### src/rtl/lsu_pkg.sv
// Shared definitions for the load/store unit:
// access size encodings, FSM states and default memory size.
package lsu_pkg;

  localparam int unsigned LSU_DMEM_BYTES = 256;

  localparam logic [1:0] SZ_BYTE = 2'b00;
  localparam logic [1:0] SZ_HALF = 2'b01;
  localparam logic [1:0] SZ_WORD = 2'b10;

  typedef enum logic [2:0] {
    IDLE,
    LD_RD,
    ST_RMW_RD,
    ST_WR,
    RESP
  } lsu_state_e;

endpackage

### src/rtl/load_store_unit_lane_align.sv
// Little-endian lane extraction/extension for loads and
// lane merge for sub-word stores.
module lsu_lane_align
  import lsu_pkg::*;
(
  input  logic [1:0]  size,
  input  logic [1:0]  offset,
  input  logic        uns,
  input  logic [31:0] word,
  input  logic [31:0] wdata,
  output logic [31:0] ld_data,
  output logic [31:0] st_word
);

  logic [31:0] shifted;
  logic [7:0]  b;
  logic [15:0] h;

  // pick the addressed lane and extend it
  always_comb begin
    shifted = word >> {offset, 3'b000};
    b       = shifted[7:0];
    h       = offset[1] ? word[31:16] : word[15:0];
    case (size)
      SZ_BYTE: ld_data = uns ? {24'h0, b} : {{24{b[7]}}, b};
      SZ_HALF: ld_data = uns ? {16'h0, h} : {{16{h[15]}}, h};
      default: ld_data = word;
    endcase
  end

  // replace the addressed lane with right-aligned store data
  always_comb begin
    st_word = word;
    case (size)
      SZ_BYTE: st_word[{offset, 3'b000} +: 8] = wdata[7:0];
      SZ_HALF: begin
        if (offset[1]) st_word[31:16] = wdata[15:0];
        else           st_word[15:0]  = wdata[15:0];
      end
      default: st_word = wdata;
    endcase
  end

endmodule

### src/rtl/load_store_unit.sv
// Load/store unit between MEM stage and data memory:
// sub-word stores by read-modify-write, extended loads.
module load_store_unit
  import lsu_pkg::*;
#(
  parameter int unsigned DMEM_BYTES = LSU_DMEM_BYTES
) (
  input  logic        clk,
  input  logic        reset,
  input  logic        req_valid,
  output logic        req_ready,
  input  logic        req_load,
  input  logic        req_store,
  input  logic [1:0]  req_size,
  input  logic        req_unsigned,
  input  logic [31:0] req_addr,
  input  logic [31:0] req_wdata,
  output logic        resp_valid,
  output logic        resp_err,
  output logic [31:0] resp_rdata,
  output logic [31:0] mem_addr,
  output logic        mem_read,
  output logic        mem_write,
  output logic [31:0] mem_wdata,
  input  logic [31:0] mem_rdata
);

  lsu_state_e  state, state_nxt;
  logic        uns_q, err_q;
  logic [1:0]  size_q;
  logic [31:0] addr_q, wdata_q, rdata_q, wword_q;
  logic        req_err, accept;
  logic [31:0] ld_data, st_word;

  // classify the incoming request as illegal
  always_comb begin
    req_err = (req_load == req_store)
           || (req_size == 2'b11)
           || (req_size == SZ_HALF && req_addr[0])
           || (req_size == SZ_WORD && req_addr[1:0] != 2'b00)
           || (req_addr >= DMEM_BYTES);
  end

  assign accept = (state == IDLE) && req_valid;

  // state register
  always_ff @(posedge clk) begin
    if (reset) state <= IDLE;
    else       state <= state_nxt;
  end

  // next state and memory/response strobes
  always_comb begin
    state_nxt  = state;
    req_ready  = 1'b0;
    mem_read   = 1'b0;
    mem_write  = 1'b0;
    resp_valid = 1'b0;
    unique case (state)
      IDLE: begin
        req_ready = !reset;
        if (req_valid) begin
          if (req_err)                 state_nxt = RESP;
          else if (req_load)           state_nxt = LD_RD;
          else if (req_size == SZ_WORD) state_nxt = ST_WR;
          else                         state_nxt = ST_RMW_RD;
        end
      end
      LD_RD: begin
        mem_read  = 1'b1;
        state_nxt = RESP;
      end
      ST_RMW_RD: begin
        mem_read  = 1'b1;
        state_nxt = ST_WR;
      end
      ST_WR: begin
        mem_write = 1'b1;
        state_nxt = RESP;
      end
      RESP: begin
        resp_valid = 1'b1;
        state_nxt  = IDLE;
      end
      default: state_nxt = IDLE;
    endcase
  end

  // latch request fields, load result and store word
  always_ff @(posedge clk) begin
    if (reset) begin
      uns_q   <= 1'b0;
      err_q   <= 1'b0;
      size_q  <= 2'b00;
      addr_q  <= '0;
      wdata_q <= '0;
      rdata_q <= '0;
      wword_q <= '0;
    end else begin
      if (accept) begin
        uns_q   <= req_unsigned;
        err_q   <= req_err;
        size_q  <= req_size;
        addr_q  <= req_addr;
        wdata_q <= req_wdata;
        wword_q <= req_wdata;
        rdata_q <= '0;
      end
      if (state == LD_RD)     rdata_q <= ld_data;
      if (state == ST_RMW_RD) wword_q <= st_word;
    end
  end

  lsu_lane_align u_align (
    .size    (size_q),
    .offset  (addr_q[1:0]),
    .uns     (uns_q),
    .word    (mem_rdata),
    .wdata   (wdata_q),
    .ld_data (ld_data),
    .st_word (st_word)
  );

  assign mem_addr   = {addr_q[31:2], 2'b00};
  assign mem_wdata  = wword_q;
  assign resp_err   = (state == RESP) && err_q;
  assign resp_rdata = (state == RESP) ? rdata_q : 32'h0;

endmodule

### config.mk
export PLATFORM = sky130hd
export DESIGN_NAME = load_store_unit
export DESIGN_NICKNAME = d
export VERILOG_FILES = /design/src/rtl/lsu_pkg.sv /design/src/rtl/load_store_unit_lane_align.sv /design/src/rtl/load_store_unit.sv
export SDC_FILE = /design/constraint.sdc
export NUM_CORES = 1
export LEC_CHECK = 0
export CAP_MARGIN = 20
export CORE_MARGIN = 3
export CORE_UTILIZATION = 40
export CTS_BUF_LIST = sky130_fd_sc_hd__clkbuf_8
export CTS_CLUSTER_SIZE = 16
export DETAILED_ROUTE_END_ITERATION = 8
export GPL_ROUTABILITY_DRIVEN = 1
export PLACE_DENSITY = 0.69
export SYNTH_ARGS = -nofsm -noshare
export SYNTH_HDL_FRONTEND = slang
export SYNTH_HIERARCHICAL = 1
export SYNTH_SLANG_ARGS = --single-unit
### constraint.sdc
create_clock -name clk -period 5.7 [get_ports clk]
set_input_delay 1.71 -clock clk [delete_from_list [all_inputs] [get_ports clk]]
set_output_delay 1.71 -clock clk [all_outputs]
set_load 0.05 [all_outputs]
==> results of run 1 <==
-- cells in the mapped netlist (8+ instances only) --
| cell | number | area, µm² |
|---|---|---|
| buf_2 | 22 | 110 |
| a22o_1 | 8 | 70.1 |
| nand2_1 | 232 | 871 |
| a31oi_1 | 32 | 200 |
| dfxtp_1 | 135 | 2700 |
| nand3b_1 | 8 | 60.1 |
| buf_4 | 35 | 263 |
| and2_1 | 34 | 213 |
| o221ai_1 | 13 | 114 |
| nand3_1 | 10 | 50.1 |
| clkbuf_1 | 38 | 143 |
| buf_6 | 8 | 90.1 |
| o21ai_0 | 8 | 40.0 |
| nor3_1 | 10 | 50.1 |
| nor2_1 | 43 | 161 |
| a21oi_1 | 107 | 536 |
| inv_1 | 13 | 48.8 |
| a22oi_1 | 42 | 315 |
| a221o_1 | 23 | 230 |
-- logic make-up (layout without fill, tap and decap cells) --
kind of cell    Yosys count  in the layout  synth area share
flops                   135            135             0.386
buf+inv                 119            257            0.0952
xor+xnor                  1              1           0.00125
fa+ha+maj                 5              5           0.00893
mux                      10             10            0.0270
compound gates          250            250             0.241
simple gates            372            372             0.240
other cells               1              2          0.000535
-- per-stage QoR --
step	hold slack (ns)	total power [µW]	instances	util
4_1_cts	0.456	2370	1252	0.546
3_3_place_gp	0.441	1540	1222	0.522
3_5_place_dp	0.446	1550	1222	0.522
2_1_floorplan	0.435	1370	894	-
5_1_grt	0.474	2450	1252	0.546
6_report	0.453	2350	1252	0.546
-- sequential cells by signal, summed over array words and instances (netlist names) --
name,count
mem_wdata,32
uns_q,1
size_q,2
wdata_q,32
rdata_q,32
addr_q,32
state,3
err_q,1
-- worst reg2reg max path, delay by kind of cell, from the launching register on --
kind / cells / cell delay, ns
buffers and inverters: 1 / 0.57
DFF: 1 / 0.77
AOI/OAI and AO/OA: 3 / 1.18
and+or+nand+nor: 1 / 0.07
-- area by class of cell --
class / count / area share
Multi-Input combinational cell: 640 / 0.397
Sequential cell: 135 / 0.294
Clock inverter: 12 / 0.0167
Timing Repair Buffer: 213 / 0.230
Inverter: 14 / 0.00571
Clock buffer: 18 / 0.0269
Tap cell: 220 / 0.0299
-- power groups by stage --
stage	combinational, µW	clock (µW)	sequential (µW)
final	511	822	1020
after global routing	547	877	1020
after CTS	509	840	1020
after detailed placement	508	0	1040
after global placement	504	0	1040
after floorplan	301	0	1070
-- routing by layer --
layer | wire [µm] | up-vias | GRT usage
met5 | 0 | - | 0
met4 | 530 | 0 | 0.0790
met3 | 1950 | 44 | 0.0584
met2 | 10400 | 355 | 0.363
met1 | 9980 | 3207 | 0.312
li1 | - | 3355 | -
-- worst paths after layout --
check | endpoint
min | addr_q[22]
max | req_ready
min reg2reg | addr_q[22]
max reg2reg | mem_wdata[8]
==> metrics.md, run 1 <==
| Metric | Value |
|---|---|
| TritonCTS clock tree | `yes` |
| Slew Limit Fails | `0` |
| Finish-stage setup viols | `0` |
| Setup bufs post-CTS | `0` |
| Fin area | `0.00921 mm²` |
| CP max FO | `2` |
| Status | `complete, no violations` |
| RePlAce Congestion | `0.937` |
| Most common cell after layout, fill and taps aside | `nand2_1` |
| Max Fclk | `215 MHz` |
| Slew margin rel. | `0.388` |
| Overflow after GRT | `0` |
| Drc violations | `0` |
| TritonCTS Sinks | `135` |
| Clk root buf | `clkbuf_8` |
| Io pins | `205` |
| Switching pwr | `724 µW` |
| Initial core utilization | `0.415` |
| EDFF count, synth | `0` |
| Worst reg-to-reg setup slack | `3.04 ns` |
| Area of the multi-input gates | `0.00366 mm²` |
| Leakage | `0.00322 µW` |
| WP data arrival | `2.94 ns` |
| RSZ-0062 raised after global routing | `no` |
| Part of the power in registers | `0.433` |
| Minimum clock period | `4.65 ns` |
| DR vias | `6,961` |
| Worst vdd ir | `155 µV` |
| Setup ws final | `1.05 ns` |
| # nets final | `1,130` |
| HP Class | `reg -> reg` |
| Measured slew at the worst slew-check pin | `0.915 ns` |
| CTS H-tree depth | `4` |
| Register Area | `0.00270 mm²` |
| Max clock buf depth | `2` |
| Width of the die | `138 µm` |
| Hpwl dp | `16,300 µm` |
| Post-synthesis instance total | `893` |
| Int Pwr | `1630 µW` |
| Final sum of negative setup slack | `0 ns` |
| WS Path Type | `in -> out` |
| IO Port Bufs | `202` |
| Number of routed nets with antenna violations | `0` |
| Maxcap violations | `0` |
| Die ar. | `0.0191 mm²` |
| Syn_area_per_cell | `7.84 µm²` |
| Routed vias/inst | `5.56` |
| Worst setup path start | `reset` |
| CP Buf/Inv Count | `2` |
| Period utilization | `0.817` |
| Clock-pin slew on the worst setup and hold paths | `0.08 ns` |
| Post-Syn Area | `0.00700 mm²` |
| Hold Crit Depth | `2` |
| Delay-heaviest family, CP | `buffers and inverters` |
| Area growth from synthesis to layout | `31.5%` |
| Largest net degree at the start of global routing | `71` |
| CP max stage cell | `clkdlybuf4s50_1` |
| Power per cell area | `256 mW/mm²` |
| Antenna violations before repair | `0` |
| Worst-Skew Late Latency | `0.45 ns` |
| Post-Place Worst Slack | `1.02 ns` |
| Register bit total from synthesis | `135` |
| CTS resizes | `0` |
| Synth warn | `6` |
| Share of cells above drive strength 1 | `0.0659` |
| Fill count | `1,640` |
| WL final | `22,800 µm` |
| Post-CTS Hold Buffers | `0` |
| Switch share | `0.308` |
| Comb pwr share | `0.217` |
| Total GRT Usage | `0.231` |
| Row cnt | `47` |
| Placed Area | `0.00881 mm²` |
| Clock skew | `0.0119 ns` |
| First-pass iteration count of the detailed router | `5` |
| First-pass GRT wire length | `35,800 µm` |
| Max stage delay on crit path | `0.87 ns` |
| Vias in the first global route | `6,547` |
| Die height | `138 µm` |
| CP cell instances | `buf_4 > nor4_1 > clkdlybuf4s50_1` |
| Hold Startpoint | `addr_q[22]` |
| Distinct cell type count after synthesis | `56` |
| Share of the yosys chip area belonging to registers | `0.386` |
| CP endpoint kind | `output port` |
| Clock power frac | `0.349` |
| Diodes inserted | `0` |
| Reg2reg start | `size_q[0]` |
| Async set or reset register ratio after synthesis | `0` |
| DR iter-0 viols | `595` |
| Total core area | `0.0169 mm²` |
| R2R cell count | `5` |
| CP Launch Type | `input pin` |
| Final hold violations | `0` |
| Most frequent cells in the layout | `232 x nand2_1, 201 x clkdlybuf4s50_1, 134 x dfxtp_1` |
| Cts bufs inserted | `17` |
| Critical Path RT | `3.99 ns` |
| Ys flop type | `dfxtp_1` |
| Levels on crit path | `3` |
| WL/cell | `18.2 µm` |
Power figures use the tool's default switching activity.
==> run 2: changes to the inputs <==
PLACE_DENSITY = 0.72   (was 0.69)
clock period = 3.7 ns   (was 5.7 ns; I/O delays follow)
==> run 2 against run 1 <==
  * Clock skew decreased by 0.0012 ns
  * Critical path depth stayed put
  * Sequential power increased by 54%
  * Design area grew 0.12%
  * Combinational power increased by 55%
  * Largest cell class unchanged
  * Largest power group unchanged
==> metrics.md, run 2 (synthesized netlist as in run 1, its figures left out) <==
| Metric | Value |
|---|---|
| Status | `complete, no violations` |
| CP cell instances | `nor3b_4 > or2_2 > clkdlybuf4s50_1` |
| Leakage | `0.00334 µW (+3.7%)` |
| Critical Path RT | `2.59 ns (-1.40 ns)` |
| Period utilization | `0.938` |
| Clock power frac | `0.376 (+0.027)` |
| Routed vias/inst | `5.62 (+1.0%)` |
| Overflow after GRT | `0 (unchanged)` |
| Vias in the first global route | `6,694 (+2.2%)` |
| Slew Limit Fails | `0 (unchanged)` |
| Drc violations | `0 (unchanged)` |
| Comb pwr share | `0.210 (-0.007)` |
| Measured slew at the worst slew-check pin | `0.913 ns (-0.00250 ns)` |
| Most frequent cells in the layout | `232 x nand2_1, 167 x clkdlybuf4s50_1, 134 x dfxtp_1` |
| TritonCTS Sinks | `135 (unchanged)` |
| Reg2reg start | `addr_q[1]` |
| Area growth from synthesis to layout | `31.6%` |
| Diodes inserted | `0 (unchanged)` |
| CTS resizes | `0 (unchanged)` |
| Number of routed nets with antenna violations | `0 (unchanged)` |
| DR iter-0 viols | `835 (+40%)` |
| R2R cell count | `7 (+2)` |
| Area of the multi-input gates | `0.00367 mm² (+0.17%)` |
| RePlAce Congestion | `0.972 (+3.7%)` |
| Post-CTS Hold Buffers | `0 (unchanged)` |
| Die height | `138 µm (unchanged)` |
| Share of cells above drive strength 1 | `0.104 (+0.0383)` |
| CP max FO | `11 (+9)` |
| WP data arrival | `2.36 ns (-0.58 ns)` |
| Max clock buf depth | `2 (unchanged)` |
| Part of the power in registers | `0.415 (-0.018)` |
| Total GRT Usage | `0.234 (+0.00291)` |
| Total core area | `0.0169 mm² (unchanged)` |
| Clock skew | `0.0106 ns (-0.00122 ns)` |
| CTS H-tree depth | `4 (unchanged)` |
| WS Path Type | `reg -> out` |
| Row cnt | `47 (unchanged)` |
| Min-Delay Endpoint | `addr_q[24]` |
| # nets final | `1,134 (+0.35%)` |
| IO Port Bufs | `202 (unchanged)` |
| Int Pwr | `2670 µW (+64%)` |
| Antenna violations before repair | `0 (unchanged)` |
| Io pins | `205 (unchanged)` |
| Worst vdd ir | `334 µV (+120%)` |
| Switching pwr | `1120 µW (+55%)` |
| HP Class | `reg -> reg` |
| Clock-pin slew on the worst setup and hold paths | `0.07 ns (about the same)` |
| Finish-stage setup viols | `0 (unchanged)` |
| Fin area | `0.00922 mm² (+0.12%)` |
| Die ar. | `0.0191 mm² (unchanged)` |
| Max Fclk | `288 MHz` |
| Most common cell after layout, fill and taps aside | `nand2_1` |
| Hpwl dp | `16,500 µm (+0.84%)` |
| CP endpoint kind | `output port` |
| Largest net degree at the start of global routing | `84 (+18%)` |
| Cts bufs inserted | `17 (unchanged)` |
| Maxcap violations | `0 (unchanged)` |
| CP max stage cell | `clkdlybuf4s50_1` |
| WL/cell | `18.5 µm (+1.3%)` |
| Setup bufs post-CTS | `0 (unchanged)` |
| Final hold violations | `0 (unchanged)` |
| Worst-Skew Late Latency | `0.45 ns (about the same)` |
| Width of the die | `138 µm (unchanged)` |
| Hold Startpoint | `addr_q[24]` |
| Worst reg-to-reg setup slack | `1.00 ns (-2.04 ns)` |
| WL final | `23,200 µm (+1.7%)` |
| Initial core utilization | `0.415 (unchanged)` |
| First-pass GRT wire length | `36,500 µm (+1.8%)` |
| Switch share | `0.296 (-0.0124)` |
| Register Area | `0.00270 mm² (unchanged)` |
| Hold Crit Depth | `2 (unchanged)` |
| TritonCTS clock tree | `yes` |
| Final sum of negative setup slack | `0 ns (unchanged)` |
| Fill count | `1,651 (+0.67%)` |
| Placed Area | `0.00876 mm² (-0.55%)` |
| RSZ-0062 raised after global routing | `no` |
| FF-to-FF End | `mem_wdata[25]` |
| Slew margin rel. | `0.389 (+0.00167)` |
| Minimum clock period | `3.47 ns` |
| CP Launch Type | `register` |
| First-pass iteration count of the detailed router | `5 (unchanged)` |
| Power, Total | `3790 µW (+61%)` |
| Max stage delay on crit path | `0.82 ns (-0.05 ns)` |
| DR vias | `7,062 (+1.5%)` |
| Clk root buf | `clkbuf_8` |
| Power per cell area | `411 mW/mm² (+61%)` |
## run 2: worst max-delay path, delay by kind of cell (launching register included)
family / cells / cell delay [ns]
flip-flops: 1 / 0.64
AND/OR/NAND/NOR: 2 / 0.45
buffers and inverters: 1 / 0.82
## run 2: cell type report
class,instances,share of cell area
Multi-Input combinational cell,640,0.398
Sequential cell,135,0.293
Timing Repair Buffer,217,0.223
Tap cell,220,0.0299
Clock buffer,19,0.0284
Clock inverter,12,0.0217
Inverter,14,0.00570
## run 2: through the flow
step                      setup slack [ns]  hold slack (ns)  utilization  instances
after floorplan                      0.250            0.435            -        894
after global placement               0.628            0.441        0.519       1226
after detailed placement             0.560            0.446        0.519       1226
after CTS                            0.201            0.457        0.546       1257
after global routing                 0.134            0.474        0.546       1257
final                                0.230            0.455        0.546       1257
## run 2: worst max-delay path by stage
stage                  start     endpoint  slack, ns  depth (start not counted)
2_1_floorplan          reset    req_ready       0.25                          3
4_1_cts             state[1]     mem_read       0.20                          3
6_report            state[1]     mem_read       0.23                          3
3_3_place_gp   mem_rdata[31]  rdata_q[15]       0.63                          6
3_5_place_dp   mem_rdata[31]  rdata_q[15]       0.56                          6
5_1_grt             state[1]     mem_read       0.13                          3
## run 2: power by group through the flow
stage                     registers, µW  logic (µW)  clock network [µW]
after floorplan                    1650         464                   0
after global placement             1600         782                   0
after detailed placement           1600         787                   0
after CTS                          1570         790                1440
after global routing               1580         850                1510
final                              1570         794                1420
## run 2: routing by layer
layer / up-vias / global-route usage / routed length (µm)
met5: - / 0 / 0
met3: 49 / 0.0597 / 2130
li1: 3367 / - / -
met2: 364 / 0.351 / 10200
met1: 3282 / 0.328 / 10200
met4: 0 / 0.0822 / 626
